===== src/rtl/lif_membrane_update.sv =====
// lif_membrane_update: saturating membrane-potential register with fire/refractory control for a LIF neuron.
module lif_membrane_update #(
  parameter logic signed [15:0] V_RESET = 16'sd0,
  parameter int REFRAC_STEPS = 4
) (
  input  logic        clk,
  input  logic        rst_n,
  input  logic        diff_valid,
  output logic        diff_ready,
  input  logic [16:0] diff,
  input  logic [14:0] threshold,
  output logic [15:0] v_mem,
  output logic        spike,
  output logic        refractory,
  output logic        out_valid,
  output logic [7:0]  spike_count
);
  typedef enum logic [1:0] {INTEGRATE, FIRE, REFRAC} state_t;
  localparam logic [3:0] STEPS = 4'(REFRAC_STEPS);
  state_t state, state_nxt;
  logic [3:0] refrac_cnt, refrac_cnt_nxt;
  logic signed [15:0] sat, v_mem_nxt;
  logic xfer, fire, enter_fire;
  assign diff_ready = state != FIRE;
  assign xfer = diff_valid && diff_ready;
  // Clamp by inspecting the two top bits of the 17-bit difference.
  assign sat = (!diff[16] && diff[15]) ? 16'h7fff : (diff[16] && !diff[15]) ? 16'h8000 : diff[15:0];
  assign fire = sat >= $signed({1'b0, threshold});
  assign enter_fire = state == INTEGRATE && xfer && fire;
  assign spike = state == FIRE;
  assign refractory = state == REFRAC;
  always_ff @(posedge clk or negedge rst_n) begin
    if (!rst_n) begin
      state <= INTEGRATE;
      refrac_cnt <= 4'd0;
      v_mem <= V_RESET;
      out_valid <= 1'b0;
      spike_count <= 8'd0;
    end else begin
      state <= state_nxt;
      refrac_cnt <= refrac_cnt_nxt;
      v_mem <= v_mem_nxt;
      out_valid <= xfer;
      spike_count <= (enter_fire && spike_count != 8'hff) ? spike_count + 8'd1 : spike_count;
    end
  end
  always_comb begin
    state_nxt = state == INTEGRATE ? (enter_fire ? FIRE : INTEGRATE)
              : state == FIRE ? (STEPS != 4'd0 ? REFRAC : INTEGRATE)
              : ((xfer && refrac_cnt == 4'd1) ? INTEGRATE : REFRAC);
  end
  always_comb begin
    v_mem_nxt = (state == INTEGRATE && xfer) ? (fire ? V_RESET : sat)
              : state == REFRAC ? V_RESET : v_mem;
    refrac_cnt_nxt = enter_fire ? STEPS : (state == REFRAC && xfer) ? refrac_cnt - 4'd1 : refrac_cnt;
  end
endmodule

===== config.mk =====
export PLATFORM = sky130hd
export DESIGN_NAME = lif_membrane_update
export DESIGN_NICKNAME = d
export VERILOG_FILES = /design/src/rtl/lif_membrane_update.sv
export SDC_FILE = /design/constraint.sdc
export NUM_CORES = 1
export LEC_CHECK = 0
export ABC_AREA = 1
export CAP_MARGIN = 5
export CORE_MARGIN = 2
export CORE_UTILIZATION = 45
export DETAILED_ROUTE_END_ITERATION = 6
export PLACE_DENSITY = 0.8
export SKIP_LAST_GASP = 1
export SYNTH_ARGS = -nofsm -noshare
export SYNTH_HDL_FRONTEND = slang
export SYNTH_SLANG_ARGS = --single-unit

===== constraint.sdc =====
create_clock -name clk -period 1.7 [get_ports clk]
set_input_delay 0.51 -clock clk [delete_from_list [all_inputs] [get_ports clk]]
set_output_delay 0.51 -clock clk [all_outputs]
set_load 0.005 [all_outputs]

Yosys cells after proc, flatten, opt, wreduce, memory -nomap -nowiden
Index checks and enable logic that the tools add are counted.
{"block": "op_classes", "n_shift": 0, "magnitude_cmp": 1, "n_addsub": 2, "n_reduce_logical": 13, "div": 0, "bitwise_logic": 0, "n_mux": 11, "eq_ne": 5, "mul": 0}
{"operator": "$mux 16", "count": 5}
{"operator": "$ge 16x16->1", "count": 1}
{"operator": "$add 8x1->8 const B", "count": 1}
{"operator": "$logic_and 1x1->1", "count": 8}
{"operator": "$mux 4", "count": 2}
{"operator": "$ne 8x8->1 const B", "count": 1}
{"operator": "$mux 2", "count": 3}
{"operator": "$eq 4x1->1 const B", "count": 1}
{"operator": "$reduce_bool 2->1", "count": 2}
{"operator": "$sub 4x1->4 const B", "count": 1}
{"operator": "$eq 2x1->1 const B", "count": 1}
{"operator": "$eq 2x2->1 const B", "count": 1}
{"operator": "$logic_not 1->1", "count": 2}
{"operator": "$logic_not 2->1", "count": 1}
{"operator": "$ne 2x1->1 const B", "count": 1}
{"operator": "$mux 1", "count": 1}
{"block": "word_totals", "inputBits": 35, "rom_bits": 0, "register_bits": 31, "mem_bits_rw": 0, "output_inout_bits": 28, "memories": 0, "latchBits": 0, "elab_cells": 37}

Longest topological paths before layout
{"block": "depth", "ltp_word": 8, "mapped_depth": 20, "ltp_nobuf": 19}

Worst setup path before layout
Ideal clock, no wire load.
{"block": "synth_path", "kind": "input -> register", "start": "input diff[16]", "end": "register spike_count[2]", "t_arrival_ns": 2.212, "setup_time_ns": 0.118, "t_required_ns": 1.582, "path_stages": 12, "setup_slack_ns": -0.630, "path_buffers": 1, "cell_sequence": "inv_2 > nand2_1 > clkbuf_1 > nand2_1 > ha_1 > nand4_1 > nor3_4 > nand4_2 > nand2_4 > nand3_1 > nand2_1 > nand2_1"}
{"block": "synth_between", "elab_chain_cells": 6, "word_cells_on_any_way": 8, "cone_classes": "order compare (1); mux (2); reduce/logical (5)"}
{"element": "start: declaration", "line_no": "10", "rtl": "input logic [16:0] diff,"}
{"element": "$logic_and 1x1->1 or $logic_not 1->1 (tied branches)", "line_no": "27", "rtl": "assign sat = (!diff[16] && diff[15]) ? 16'h7fff : (diff[16] && !diff[15]) ? 16'h8000 : diff[15:0];"}
{"element": "$mux 16 or $logic_and 1x1->1 (tied branches)", "line_no": "27"}
{"element": "$mux 16 *", "line_no": "27"}
{"element": "$ge 16x16->1 *", "line_no": "28", "rtl": "assign fire = sat >= $signed({1'b0, threshold});"}
{"element": "$logic_and 1x1->1 *", "line_no": "29", "rtl": "assign enter_fire = state == INTEGRATE && xfer && fire;"}
{"element": "$logic_and 1x1->1 *", "line_no": "44", "rtl": "spike_count <= (enter_fire && spike_count != 8'hff) ? spike_count + 8'd1 : spike_count;"}
{"element": "end signal: assignment", "line_no": "44"}
{"element": "end: declaration", "line_no": "16", "rtl": "output logic [7:0] spike_count"}
Mark *: on every way between the ends. The rest lies on a longest branch, timed or not.
A chain may end at the register's enable or synchronous reset.

Worst setup path after layout
Same ends and word-level chain as after synthesis.

==> key figures <==
Run status
  – Status: finished, violations left
  – Failing checks: setup timing

Power
  – Internal power: 2000 uW
  – Sw frac: 0.359
  – Leakage: 0.00177 uW
  – NetSw: 1120 uW
  – Total power: 3110 uW
  – Seq pwr share: 0.325
  – Maximum vdd drop: roughly 0.63 mV
  – Clock Power Share: 0.207
  – PD cells: 882 nW/um^2
  – Gate power share: 0.468

Synth
  – Synth top area cells: dfrtp_1 (38%), nand2_1 (15%), ha_1 (11%)
  – Total number of yosys warnings: 0
  – Area leader, netlist: dfrtp_1
  – Synth cell count leaders: nand2_1 (81), inv_1 (36), dfrtp_1 (31)
  – Async set-reset flop share out of synthesis: 1.00
  – Top_reg_cell synth: dfrtp_1
  – Sequential area share after synthesis: 0.383
  – Synth top area share: 0.383
  – Synth Instances: roughly 270
  – Synth cell types: 27
  – Yosys reg bits: 31
  – Post-synth EDFFs: 0
  – Synthesized cell area: 2020 sq um
  – Syn_nets: 322
  – Most common cell in the synthesized netlist: nand2_1
  – Mean Syn Cell Area: between 7 and 8 sq um

CTS
  – Clock Path Buffers: 2
  – Clk pin slew, worst setup/hold paths: 0.07 ns
  – TritonCTS clock tree: yes
  – CTS Buf Count: 5
  – CTS H-tree depth: 2
  – Clock root cell: clkbuf_8
  – Clock sinks: 31
  – Worst skew pair latency: 0.28 ns

Floorplan
  – Initial core utilization: 0.465
  – Die area: 5050 sq um
  – Core area: 4350 sq um
  – Die width: 71.1 um
  – I/O pin total: 63
  – Die H: 71.1 um
  – # rows: 24

Worst setup path
  – CP Capture Type: flip-flop
  – WS Path Type: in -> reg
  – Crit path DAT: 2.54 ns
  – Critical Path Fanout Max: 7
  – Worst R2R End: spike_count[7]$_DFFE_PN0P_
  – Setup crit end: spike_count[2]$_DFFE_PN0P_
  – Reg2Reg Launch Point: spike_count[0]$_DFFE_PN0P_
  – R2R depth: 9
  – Worst path required time: 1.87 ns
  – Startpoint types: input pin
  – Setup crit start: diff[16]
  – Flop2flop setup slack: 0.07 ns

Layout
  – Nets: ~440
  – Layout cells sized above 1: 0.303
  – N_diodes: 0
  – Register area: 776 sq um
  – Fin util: 0.811
  – # fillers: 245
  – Area growth, synth to finish: 74.4%
  – Multi-input gate area: approximately 1300 sq um

Timing
  – Relative slew slack: 0.828
  – Skew final: 0.00618 ns
  – Max Freq: 421 MHz
  – Pins Over Slew Limit: 0
  – Fin crit share: 1.40
  – Worst-Margin Slew: 0.256 ns
  – Setup WS post-layout: -0.676 ns
  – Final Hold Violating Endpoints: 0
  – Unrepaired setup endpoints after global routing: true
  – Final setup fails: 28
  – Fin crit period: 2.38 ns

Place
  – Detailed placement HPWL: ~4000 um
  – GP Congestion: 0.890
  – PortBufs: between 60 and 70

Hold path
  – Hold WC Path Type: reg -> reg

Flow run
  – MaxCap Viol Count: 0

Drt
  – WL/cell: 15.2 um
  – Vias/cell: 5.31
  – Router iterations before antenna repair: 4
  – Wire length after detailed routing: 6710 um
  – Via count: 2340
  – Routed Antenna Nets: 0
  – DRC violations left: 0
  – Initial DRC Count: ~260

GRT
  – Vias in the first global route: 2313
  – First-pass GRT wire length: 10200 um
  – Largest net degree at the start of global routing: 32
  – Tot GR Track Use: 0.257
  – Total grt overflow: 0
  – Initial antenna violation count: 0
[cells by family after synthesis]
kind of cell,after synthesis,share of synthesized area
buffers and inverters,46,0.0946
adders and majority gates,18,0.111
and+or+nand+nor,142,0.315
DFF,31,0.383
AOI/OAI and AO/OA,27,0.0742
xor gates and xnor gates,5,0.0216
[power by group through the flow]
stage                     clock (uW)  sequential [uW]  combinational, uW
after floorplan                    0             1020                580
after global placement             0             1030               1120
after detailed placement           0             1030               1170
after CTS                        655             1010               1350
after global routing             693             1030               1580
final                            645             1010               1460
[worst max-delay path, cell delays in order]
cell        delay [ns]
buf_12            0.09
inv_12            0.03
nor2_4            0.12
clkinvlp_4        0.19
nand2_1           0.12
nand2_1           0.13
ha_4              0.31
nand2_2           0.08
nor3_4            0.22
nand2_1           0.11
nand2_2           0.11
nand2_4           0.10
nand2_8           0.12
nand3_4           0.11
nand2_1           0.11
nand2_1           0.06
[how the worst min path moves through the flow]
stage | from | slack [ns] | end | depth (start not counted)
after floorplan | rst_n | 0.21 | out_valid$_DFF_PN0_ | 0
after global placement | spike_count[4]$_DFFE_PN0P_ | 0.49 | spike_count[4]$_DFFE_PN0P_ | 2
after detailed placement | v_mem[6]$_DFFE_PN0P_ | 0.50 | v_mem[6]$_DFFE_PN0P_ | 2
after CTS | v_mem[6]$_DFFE_PN0P_ | 0.52 | v_mem[6]$_DFFE_PN0P_ | 2
after global routing | v_mem[2]$_DFFE_PN0P_ | 0.56 | v_mem[2]$_DFFE_PN0P_ | 2
final | v_mem[6]$_DFFE_PN0P_ | 0.52 | v_mem[6]$_DFFE_PN0P_ | 2
[metrics by stage]
stage | worst slack, ns | cells | cell area [sq um] | hold WS [ns] | setup TNS (ns)
final | -0.676 | 441 | 3530 | 0.518 | -16.59
after global routing | -0.768 | 441 | 3530 | 0.562 | -19.28
after CTS | -0.447 | 437 | 3440 | 0.520 | -11.98
after detailed placement | -1.41 | 410 | 2980 | 0.505 | -38.03
after global placement | -1.31 | 410 | 2980 | 0.494 | -35.59
after floorplan | -0.550 | 269 | 2090 | 0.214 | -14.23
[sequential cells by signal, summed over array words and instances, names as in the netlist]
signal       cells
spike_count      8
out_valid        1
state            2
v_mem           16
refrac_cnt       4
[layout by cell type, fill, tap and decap left out, drive strengths merged]
cell type,n
ha,18
buf,58
nand3,24
nand2,86
clkinvlp,2
clkbuf,7
nor2,17
a31oi,1
a21o,1
a21oi,7
or2,1
nor3,4
dlygate4sd2,4
clkdlybuf4s50,52
inv,37
dfrtp,31
xor2,5
nand4,11
dlymetal6s2s,4
o21ai,18
clkinv,1
[final cells by class]
cell class	instances	area share
flip-flops and latches	31	0.220
clock inverters	1	0.00213
repair buffers	118	0.309
clock buffers	7	0.0273
inverters	38	0.0447
well taps	52	0.0184
repair inverters	1	0.00213
multi-input cells	193	0.376
[metal layers]
layer / part of all wire / track usage / vias to the layer above / routed length, um
li1: - / - / 1106 / -
met1: 0.40 / 0.296 / 1132 / 2680
met2: 0.53 / 0.489 / 82 / 3560
met3: 0.045 / 0.0499 / 20 / 300
met4: 0.026 / 0.0566 / 0 / 176
met5: 0 / 0 / - / 0
[what timing repair did]
action	4_1_cts	5_1_grt
setup endpoints to repair	36	36
gates cloned	2	0
gates resized for setup	63	10
hold endpoints to repair	0	0
pin swaps	18	1
setup buffers	17	4
hold buffers	0	0
Power figures use the tool's default switching activity.
